[src/rtl/rails_chain.sv]
// Multi-station railway stack-reorganisation checker: loads n and one departure order per
// station, then simulates each station's stack one operation per cycle. Optional macro RAILS_CHAIN_PERM_CHECK_EN.
module rails_chain #(
    parameter int  MAX_N  = 15,
    parameter int  STAGES = 2,
    parameter int  DEPTH  = 6,
    localparam int W      = $clog2(MAX_N + 1)
) (
    input  logic                clk,
    input  logic                reset,
    input  logic                start,
    input  logic [W-1:0]        number,
    input  logic                in_valid,
    input  logic [STAGES*W-1:0] data,
    output logic                ready,
    output logic                valid,
    output logic [STAGES-1:0]   result,
    output logic [STAGES-1:0]   err
);
    localparam int KW  = (STAGES > 1) ? $clog2(STAGES) : 1;
    localparam int SPW = $clog2(DEPTH + 1);
    localparam int AW  = (DEPTH > 1) ? $clog2(DEPTH) : 1;
    localparam int OAW = (MAX_N > 1) ? $clog2(MAX_N) : 1;
    localparam logic [W-1:0]   MAX_V   = W'(MAX_N);
    localparam logic [SPW-1:0] DEPTH_V = SPW'(DEPTH);
    localparam logic [KW-1:0]  LAST_K  = KW'(STAGES - 1);

    typedef enum logic [2:0] {IDLE, LOAD, INIT, STEP, DONE} state_t;

    state_t            state_reg;
    logic [W-1:0]      n_reg, idx_reg, arr_reg;
    logic [SPW-1:0]    sp_reg;
    logic [KW-1:0]     k_reg, k_prev;
    logic              ready_reg, valid_reg;
    logic [STAGES-1:0] result_reg, err_vec;

    logic [W-1:0] order_mem [STAGES][MAX_N];
    logic [W-1:0] stack_mem [STAGES][DEPTH];

    logic [W-1:0] top_val, want_val, arrival_val;
    logic         do_pass, do_pop, do_push, accept;

    assign k_prev = k_reg - 1'b1;
    assign accept = (state_reg == IDLE) && ready_reg && start;

    always_comb begin
        top_val     = stack_mem[k_reg][AW'(sp_reg - 1'b1)];
        want_val    = order_mem[k_reg][OAW'(idx_reg)];
        arrival_val = (k_reg == '0) ? (arr_reg + 1'b1) : order_mem[k_prev][OAW'(arr_reg)];
    end

    // One action per STEP cycle, in priority order: pass, pop, push, else fail.
    assign do_pass = (idx_reg == n_reg);
    assign do_pop  = !do_pass && (sp_reg != '0) && (top_val == want_val);
    assign do_push = !do_pass && !do_pop && (arr_reg < n_reg) && (sp_reg < DEPTH_V);

    always_ff @(posedge clk) begin
        if (state_reg == LOAD && in_valid) begin
            for (int s = 0; s < STAGES; s++)
                order_mem[s][OAW'(idx_reg)] <= data[s*W +: W];
        end
        if (state_reg == STEP && do_push)
            stack_mem[k_reg][AW'(sp_reg)] <= arrival_val;
    end

    for (genvar gi = 0; gi < STAGES; gi++) begin : g_stage
`ifdef RAILS_CHAIN_PERM_CHECK_EN
        logic [MAX_N-1:0] seen_reg;
        logic             err_bit;
        logic [W-1:0]     beat;
        assign beat        = data[gi*W +: W];
        assign err_vec[gi] = err_bit;

        always_ff @(posedge clk or posedge reset) begin
            if (reset) begin
                seen_reg <= '0;
                err_bit  <= 1'b0;
            end else if (accept) begin
                seen_reg <= '0;
                err_bit  <= 1'b0;
            end else if (state_reg == LOAD && in_valid) begin
                if (beat == '0 || beat > n_reg || seen_reg[OAW'(beat - 1'b1)])
                    err_bit <= 1'b1;
                else
                    seen_reg[OAW'(beat - 1'b1)] <= 1'b1;
            end
        end
`else
        assign err_vec[gi] = 1'b0;
`endif
    end

    always_ff @(posedge clk or posedge reset) begin
        if (reset) begin
            state_reg  <= IDLE;
            ready_reg  <= 1'b0;
            valid_reg  <= 1'b0;
            result_reg <= '0;
            n_reg      <= '0;
            idx_reg    <= '0;
            arr_reg    <= '0;
            sp_reg     <= '0;
            k_reg      <= '0;
        end else begin
            valid_reg <= 1'b0;
            ready_reg <= 1'b0;
            case (state_reg)
                IDLE: begin
                    ready_reg <= 1'b1;
                    if (accept) begin
                        ready_reg <= 1'b0;
                        n_reg     <= (number > MAX_V) ? MAX_V : number;
                        idx_reg   <= '0;
                        if (number == '0) begin
                            result_reg <= '1;
                            state_reg  <= DONE;
                        end else begin
                            result_reg <= '0;
                            state_reg  <= LOAD;
                        end
                    end
                end
                LOAD: begin
                    if (in_valid) begin
                        idx_reg <= idx_reg + 1'b1;
                        if (idx_reg == n_reg - 1'b1) begin
                            k_reg     <= '0;
                            state_reg <= INIT;
                        end
                    end
                end
                INIT: begin
                    sp_reg  <= '0;
                    idx_reg <= '0;
                    arr_reg <= '0;
                    if ((k_reg != '0 && !result_reg[k_prev]) || err_vec[k_reg]) begin
                        result_reg[k_reg] <= 1'b0;
                        if (k_reg == LAST_K)
                            state_reg <= DONE;
                        else
                            k_reg <= k_reg + 1'b1;
                    end else begin
                        state_reg <= STEP;
                    end
                end
                STEP: begin
                    if (do_pass) begin
                        result_reg[k_reg] <= (k_reg == '0) ? 1'b1 : result_reg[k_prev];
                        if (k_reg == LAST_K) begin
                            state_reg <= DONE;
                        end else begin
                            k_reg     <= k_reg + 1'b1;
                            state_reg <= INIT;
                        end
                    end else if (do_pop) begin
                        sp_reg  <= sp_reg - 1'b1;
                        idx_reg <= idx_reg + 1'b1;
                    end else if (do_push) begin
                        sp_reg  <= sp_reg + 1'b1;
                        arr_reg <= arr_reg + 1'b1;
                    end else begin
                        // A stuck station sinks itself and every station downstream.
                        for (int i = 0; i < STAGES; i++)
                            if (i >= int'(k_reg)) result_reg[i] <= 1'b0;
                        state_reg <= DONE;
                    end
                end
                DONE: begin
                    valid_reg <= 1'b1;
                    ready_reg <= 1'b1;
                    state_reg <= IDLE;
                end
                default: state_reg <= IDLE;
            endcase
        end
    end

    assign ready  = ready_reg;
    assign valid  = valid_reg;
    assign result = result_reg;
    assign err    = err_vec;
endmodule

[config.mk]
export PLATFORM = sky130hd
export DESIGN_NAME = rails_chain
export DESIGN_NICKNAME = d
export VERILOG_FILES = /design/src/rtl/rails_chain.sv
export SDC_FILE = /design/constraint.sdc
export NUM_CORES = 1
export LEC_CHECK = 0
export CORE_MARGIN = 3
export CORE_UTILIZATION = 30
export DETAILED_ROUTE_END_ITERATION = 8
export RECOVER_POWER = 25
export SKIP_LAST_GASP = 1
export SLEW_MARGIN = 20
export SYNTH_ARGS = -nofsm -noshare
export SYNTH_HDL_FRONTEND = slang
export SYNTH_SLANG_ARGS = --single-unit
[constraint.sdc]
create_clock -name clk -period 4.6 [get_ports clk]
set_input_delay 0.69 -clock clk [delete_from_list [all_inputs] [get_ports clk]]
set_output_delay 0.69 -clock clk [all_outputs]
set_load 0.1 [all_outputs]
==> results of run 1 <==
-- stage by stage --
stage | instance area (um^2) | util [%] | cells | setup slack, ps | hold slack, ps
6_report | 10700 | 34.7 | 1074 | 441 | 609
5_1_grt | 10700 | 34.7 | 1074 | 181 | 664
4_1_cts | 10700 | 34.7 | 1074 | 439 | 615
3_5_place_dp | 10100 | 32.8 | 1042 | 460 | 602
2_1_floorplan | 9500 | - | 647 | 674 | 554
3_3_place_gp | 10100 | 32.8 | 1042 | 556 | 615
-- Yosys cell counts (4+ instances only) --
| library cell | instances |
|---|---|
| a21oi_1 | 14 |
| a22oi_1 | 10 |
| a31oi_1 | 6 |
| buf_2 | 9 |
| buf_4 | 6 |
| buf_6 | 5 |
| clkbuf_1 | 20 |
| dfrtp_1 | 23 |
| edfxtp_1 | 168 |
| ha_1 | 12 |
| inv_1 | 23 |
| mux2_2 | 14 |
| mux2i_1 | 44 |
| mux4_2 | 55 |
| nand2_1 | 44 |
| nand2b_1 | 5 |
| nand3_1 | 19 |
| nand4_1 | 7 |
| nor2_1 | 40 |
| nor2b_1 | 8 |
| nor3_1 | 5 |
| nor4_1 | 12 |
| o21a_1 | 4 |
| o21ai_0 | 13 |
| o221ai_1 | 4 |
| o22ai_1 | 7 |
| xnor2_1 | 9 |
-- worst max-delay path, delay by kind of cell, from the launching register on --
kind	cells	cell delay, ps
and+or+nand+nor	5	1970
muxes	1	580
AOI/OAI and AO/OA	2	430
DFF	1	790
-- logic make-up after synthesis --
| family | after synthesis |
|---|---|
| flip-flops | 191 |
| multiplexers | 113 |
| adder cells (fa/ha/maj) | 12 |
| XOR/XNOR | 12 |
| AO/OA/AOI/OAI | 94 |
| other | 1 |
| AND/OR/NAND/NOR | 156 |
| buffers and inverters | 67 |
-- where the power goes --
part / switching (mW) / total, mW / internal (mW)
Sequential: 0.247 / 2.36 / 2.11
Combinational: 1.54 / 2.66 / 1.12
Clock: 0.752 / 1.50 / 0.743
Total: 2.54 / 6.51 / 3.97
-- area by class of cell --
cell class | instances | area [um^2] | share of cell area [%]
clock buffers | 17 | 425 | 3.96
clock inverters | 15 | 189 | 1.76
inverters | 24 | 90.1 | 0.839
multi-input cells | 389 | 3560 | 33.1
flip-flops and latches | 191 | 5620 | 52.4
well taps | 396 | 495 | 4.61
repair buffers | 42 | 359 | 3.34
-- routing by layer --
layer | GRT usage [%] | vias up | wire (um)
met5 | 0 | - | 0
li1 | - | 2598 | -
met1 | 18.8 | 2933 | 10200
met3 | 2.79 | 14 | 1270
met2 | 21.5 | 189 | 10700
met4 | 2.96 | 0 | 227
-- worst paths after layout --
check	startpoint	to	slack [ps]	cells past startpoint
max	k_reg	stack_mem[0][7]	440	8
max in group asynchronous	reset	k_reg	3140	2
min	n_reg[3]	n_reg[3]	610	2
min reg2reg	n_reg[3]	n_reg[3]	610	2
min in group asynchronous	reset	n_reg[1]	770	2
max reg2reg	k_reg	stack_mem[0][7]	440	8
==> impl_metrics.ini, run 1 <==
[status]
status = finished clean

[clocking]
post_cts.repair.setup_buffers = 0
cts_sinks = 191
cts_buffers = 17
cts_tree = built
cts_resized = 0
postCtsHoldBufs = 0
cts_root_buffer = clkbuf_16
clk_path_buf_depth = 2
insertion_delay_ps = 450
cts_max_level = 4
path_clk_slew_ps = 80

[logic_synthesis]
yosys-top-cells-area = edfxtp_1 53%, mux4_2 13%, dfrtp_1 6.1%
synth.avg_cell_area_um2 = 14.7
syn_area_mm2 = 0.00949
yosys.area.top_type_share_pct = 53.2
synth_top_family_by_area = multiplexers
synth_edf_count = 168
synthAdderAreaFrac_pct = 1.58
ys_ff_latch = 191
yosysUniqueCellTypes = 63
synth_xor_area_share_pct = 1.19
synth.yosys.seq_area_share_pct = 59.2
synth-simple-area-share_pct = 8.13
synth_top_cell_by_area = edfxtp_1
yosys_warnings = 0
synth_compound_area_share_pct = 7.09
synthArstFlopShare_pct = 12.0
postSynthCellCount = 646
synth_mux_area_share_pct = 19.4
synth_ff_type = edfxtp_1

[critical_path]
slowest_stage = dfrtp_4
end_kind = flop
critPathKind = flop to flop
crit_arrival_ps = 4220
cp-start-kind = flop
path_cells = mux4_2, a221oi_1, a311oi_1, or4_1, and4_1, nand4_4, nand2_4, nor4_1
cp_data_required_time_ps = 4660
cp_max_fo = 36
critPathMaxStageDelay_ps = 790

[layout]
layout_common_cells = 168 x edfxtp_1, 55 x mux4_2, 44 x nand2_1, 44 x mux2i_1, 40 x nor2_1
top_regs = order_mem: 120 flops, stack_mem: 48 flops
top_register = order_mem
mostFrequentLayoutCell = edfxtp_1
largest_reg_flops = 120
area_growth_pct = 13.1
fillers = 2966
nets = 693
diodes = 0
drive_gt1_share_pct = 19.3

[detailed_routing]
ant_nets = 0
dr.pass1.iters = 5
wire_per_inst_um = 20.9
drc = 0
via_per_inst = 5.34
wl_um = 22400
vias = 5734
drt-initial-drc-count = 547

[timing]
hold_viol = 0
worst_pin_slew_ps = 1050
finalSetupViolCount = 0
min_period_ps = 4160
grt_setup_unrepaired = false
setup_tns_ps = 0
drv_slew = 0
fin_crit_sh_pct = 90.4
fin_skew_ps = 26.4
fmax_ghz = 0.240
maxSlewHeadroom_pct = 29.6

[place]
place_congestion = 0.853
dp_hpwl_um = 15600
port_buffers = 19

[die]
die_h_um = 184
dieArea_mm2 = 0.0338
core-area_mm2 = 0.0309
die_width_um = 184
initial_core_util_pct = 30.7
rows = 64
io_pins = 22

[global_route]
grt_max_degree = 37
grt_pass1_vias = 5625
grt_use_total_pct = 13.4
grt_overflow = 0
grt_antenna_before_repair = 0
grt_pass1_wl_um = 34500

[pwr]
cellPowerDensity_mw_per_mm2 = 607
p_leak_nw = 3.45
vdd_ir_drop_max_mv = 0.312
total_power_mw = 6.51

[job]
max-cap-violations = 0

[hold_path]
hp-class = flop to flop
No activity file was read; power rests on OpenSTA's default activity.
==> inputs of run 2 (changes only) <==
--- a/config.mk
+++ b/config.mk
@@ -7,6 +7,7 @@
 export LEC_CHECK = 0
 export CORE_MARGIN = 3
 export CORE_UTILIZATION = 30
+export CTS_BUF_LIST = sky130_fd_sc_hd__clkbuf_8
 export DETAILED_ROUTE_END_ITERATION = 8
 export RECOVER_POWER = 25
 export SKIP_LAST_GASP = 1
==> run 2 against run 1 <==
Die area unchanged. Combinational power about the same. Total power down 5.6%. Count of clock-buffer cells in the layout unchanged. Setup slack worse by 30 ps.
==> impl_metrics.ini, run 2 (synthesis gave the netlist of run 1 again) <==
[status]
status = finished clean

[clocking]
cts_resized = 0
clk_path_buf_depth = 2
cts_buffers = 17
postCtsHoldBufs = 0
cts_sinks = 191
cts_max_level = 4
post_cts.repair.setup_buffers = 0
cts_tree = built
path_clk_slew_ps = 110
insertion_delay_ps = 490
cts_root_buffer = clkbuf_8

[layout]
fin_cells = 1074
largest_reg_flops = 120
drive_gt1_share_pct = 19.3
top_regs = order_mem: 120 flops, stack_mem: 48 flops
diodes = 0
mostFrequentLayoutCell = edfxtp_1
layout_common_cells = 168 x edfxtp_1, 55 x mux4_2, 44 x nand2_1, 44 x mux2i_1, 40 x nor2_1
area_growth_pct = 11.1
top_register = order_mem
nets = 693

[global_route]
grt_antenna_before_repair = 0
grt_use_met2_pct = 21.2
met1_usage_pct = 18.9
gr-usage-met3_pct = 2.65
grt_pass1_wl_um = 34200
grt_overflow = 0
grt_use_total_pct = 13.3
grt-busiest-layer = met2
grt_max_degree = 37
grt_pass1_vias = 5604

[timing]
finalSetupViolCount = 0
hold_viol = 0
drv_slew = 0
grt_setup_unrepaired = false
fin_crit_sh_pct = 91.1
maxSlewHeadroom_pct = 31.4
min_period_ps = 4190
worst_pin_slew_ps = 1020
fin_skew_ps = 26.8
setup_tns_ps = 0
fmax_ghz = 0.239

[detailed_routing]
dr.pass1.iters = 5
vias = 5723
drc = 0
drt-initial-drc-count = 625
ant_nets = 0
wire_per_inst_um = 20.8
wl_um = 22400
via_per_inst = 5.33

[critical_path]
critPathMaxStageDelay_ps = 810
slowest_stage = dfrtp_4
end_kind = flop
cpLargestDelayFamily = simple AND/OR/NAND/NOR gates
critPathKind = flop to flop
cp_max_fo = 36
cp-start-kind = flop
critPathBufInv = 0
path_cells = mux4_2, a221oi_1, a311oi_1, or4_1, and4_1, nand4_4, nand2_4, nor4_1
cp_data_required_time_ps = 4710
crit_arrival_ps = 4300

[pwr]
vdd_ir_drop_max_mv = 0.250
p_leak_nw = 3.36
total_power_mw = 6.15
cellPowerDensity_mw_per_mm2 = 583

[place]
port_buffers = 19
place_congestion = 0.853
place_inst = 1042
dp_hpwl_um = 15600

[die]
io_pins = 22
core-area_mm2 = 0.0309
die_width_um = 184
rows = 64
initial_core_util_pct = 30.7
dieArea_mm2 = 0.0338
die_h_um = 184

[job]
max-cap-violations = 0

[hold_path]
hp-class = flop to flop
==> run 2: cell counts in the layout (fill, tap and decap cells not counted) <==
No cell type changed its count.
==> run 2: final timing paths <==
kind                       slack [ps]      from  cells past startpoint              end
setup / recovery                  410     k_reg                      8  stack_mem[0][4]
hold / removal                    610  n_reg[3]                      2         n_reg[3]
setup reg to reg                  410     k_reg                      8  stack_mem[0][4]
hold reg to reg                   610  n_reg[3]                      2         n_reg[3]
max in group asynchronous        3180     reset                      2            k_reg
min in group asynchronous         720     reset                      2       idx_reg[0]
==> run 2: metrics by stage <==
| step | hold slack [ps] | worst slack [ps] | util (%) | instance area (um^2) |
|---|---|---|---|---|
| after floorplan | 554 | 674 | - | 9500 |
| after global placement | 615 | 556 | 32.8 | 10100 |
| after detailed placement | 602 | 460 | 32.8 | 10100 |
| after CTS | 620 | 441 | 34.1 | 10500 |
| after global routing | 669 | 167 | 34.1 | 10500 |
| final | 612 | 411 | 34.1 | 10500 |
==> run 2: layout make-up <==
cell class                 count  area (um^2)
multi-input combinational    389         3560
fill                        2989        20400
inverter                      24         90.1
clock inverter                15          189
sequential                   191         5620
tap                          396          495
timing repair buffer          42          359
clock buffer                  17          234
==> run 2: per-layer routing <==
layer	vias up	wire length, um
li1	2590	-
met1	2939	10200
met2	170	10600
met3	24	1210
met4	0	314
met5	-	0
==> run 2: power breakdown <==
group          switching, mW  total, mW  leakage, nW  internal, mW
logic                   1.55       2.67         1.34          1.12
clock network          0.702       1.12        0.208         0.423
registers              0.247       2.36         1.81          2.11
==> run 2: worst reg2reg max path: cells and delay by family, from the launching register on <==
kind             cells  cell delay, ps
AO/OA/AOI/OAI        2             440
multiplexers         1             580
AND/OR/NAND/NOR      5            2010
flip-flops           1             810
==> inputs of run 3 (changes only) <==
--- a/config.mk
+++ b/config.mk
@@ -5,6 +5,7 @@
 export SDC_FILE = /design/constraint.sdc
 export NUM_CORES = 1
 export LEC_CHECK = 0
+export CORE_ASPECT_RATIO = 0.6
 export CORE_MARGIN = 3
 export CORE_UTILIZATION = 30
 export CTS_BUF_LIST = sky130_fd_sc_hd__clkbuf_8
==> run 3 against run 2 <==
Die area is 0.21% higher. Combinational power is 3% higher. Clock skew is 10 ps lower. Sequential power hardly changed. Wire length is 9.8% higher. Worst hold slack better by 60 ps. First-iteration DRC count is 32% higher. Final area is 0.70% higher. Critical path depth is 1 higher. Maximum frequency is 8.0% higher. Via count is 4.6% higher.
==> impl_metrics.ini, run 3 (synthesis gave the netlist of run 1 again) <==
[clocking]
cts_root_buffer = clkbuf_8
post_cts.repair.setup_buffers = 0
cts_resized = 0
cts_max_level = 4
clk_path_buf_depth = 2
cts_sinks = 191
insertion_delay_ps = 510
cts_buffers = 17
cts_tree = built
path_clk_slew_ps = 110
postCtsHoldBufs = 0

[detailed_routing]
ant_nets = 0
via_per_inst = 5.45
drc = 0
wl_um = 24600
dr.pass1.iters = 5
vias = 5988
wire_per_inst_um = 22.4
drt-initial-drc-count = 824

[timing]
fin_skew_ps = 16.4
setup_tns_ps = 0
worst_pin_slew_ps = 995
hold_viol = 0
drv_slew = 0
grt_setup_unrepaired = false
finalSetupViolCount = 0
maxSlewHeadroom_pct = 33.5
min_period_ps = 3880
hold_ws_ps = 673
fmax_ghz = 0.258
fin_crit_sh_pct = 84.4
fin_ws_ps = 719

[die]
die_h_um = 144
die_width_um = 236
initial_core_util_pct = 31.1
dieArea_mm2 = 0.0339
io_pins = 22
core-area_mm2 = 0.0305
rows = 49

[critical_path]
crit_arrival_ps = 4110
r2r-start = k_reg
cp_max_fo = 39
critPathKind = flop to flop
cp_data_required_time_ps = 4830
cp-startpoint = k_reg
rr_worst_depth = 9
cp-start-kind = flop
path_cells = mux4_2, a221oi_1, a311oi_1, or4_1, and4_1, nand4_4, nand2_4, nor4_1, buf_4
regToRegSetupSlack_ps = 720
rr_endpoint = stack_mem[0][6]
end_kind = flop
slowest_stage = dfrtp_4
critPathMaxStageDelay_ps = 830

[global_route]
grt_pass1_wl_um = 37400
grt_overflow = 0
grt_use_total_pct = 15.1
grt_max_degree = 40
grt_antenna_before_repair = 0
grt_pass1_vias = 5644

[layout]
drive_gt1_share_pct = 20.9
top_register = order_mem
nets = 704
area_growth_pct = 11.9
top_regs = order_mem: 120 flops, stack_mem: 48 flops
mostFrequentLayoutCell = edfxtp_1
finish.utilization_pct = 34.8
largest_reg_flops = 120
layout_common_cells = 168 x edfxtp_1, 55 x mux4_2, 44 x nand2_1, 44 x mux2i_1, 40 x nor2_1

[pwr]
vdd_ir_drop_max_mv = 0.245
p_leak_nw = 3.41
cellPowerDensity_mw_per_mm2 = 584

[hold_path]
worstHoldStart = result[1]
hold_path_depth = 2
hold_end = result[1]
hp-class = flop to flop

[job]
max-cap-violations = 0

[place]
dp_hpwl_um = 17700
place_ws_ps = 698
port_buffers = 19
place_congestion = 0.868

[status]
status = finished clean
==> run 3: cell count changes in the layout (fill, tap and decap cells not counted), moves of 2 or more <==
cell      change
clkinv_8      -2
buf_4        +12
inv_12        -2
clkinv_4      +3
==> run 3: worst max-delay path by stage <==
stage	slack (ps)	endpoint
after floorplan	670	stack_mem[0][0]
after global placement	810	stack_mem[1][21]
after detailed placement	700	stack_mem[0][5]
after CTS	690	stack_mem[0][5]
after global routing	480	stack_mem[0][14]
final	720	stack_mem[0][6]
==> run 3: layer usage <==
metal / track usage, % / part of all wire (%) / routed length (um)
met3: 4.95 / 10 / 2560
met2: 17.6 / 36 / 8790
met5: 0 / 0 / 0
met1: 25.2 / 53 / 13000
met4: 4.12 / 1.0 / 254
==> run 3: critical path, delay by kind of cell, from the launching register on <==
family	cells	cell delay, ps
and+or+nand+nor	5	1500
DFF	1	830
muxes	1	580
AOI/OAI and AO/OA	2	510
buffers and inverters	1	190
==> run 3: cell type report <==
cell class                      count  area (um^2)
Inverter                           24         90.1
Sequential cell                   191         5630
Timing Repair Buffer               53          445
Tap cell                          408          510
Antenna cell                        1         2.50
Multi-Input combinational cell    389         3560
Clock inverter                     15          158
Fill cell                        2951        19900
Clock buffer                       17          234
==> run 3: through the flow <==
| stage | cells | area, um^2 | power (mW) |
|---|---|---|---|
| 2_1_floorplan | 647 | 9500 | 4.33 |
| 6_report | 1098 | 10600 | 6.20 |
| 3_3_place_gp | 1065 | 10200 | 5.11 |
| 3_5_place_dp | 1065 | 10200 | 5.13 |
| 4_1_cts | 1097 | 10600 | 6.21 |
| 5_1_grt | 1097 | 10600 | 6.57 |
==> run 3: power breakdown <==
part / switching [mW] / total, mW / internal [mW]
Combinational: 1.62 / 2.75 / 1.14
Clock: 0.682 / 1.08 / 0.401
Sequential: 0.254 / 2.36 / 2.11
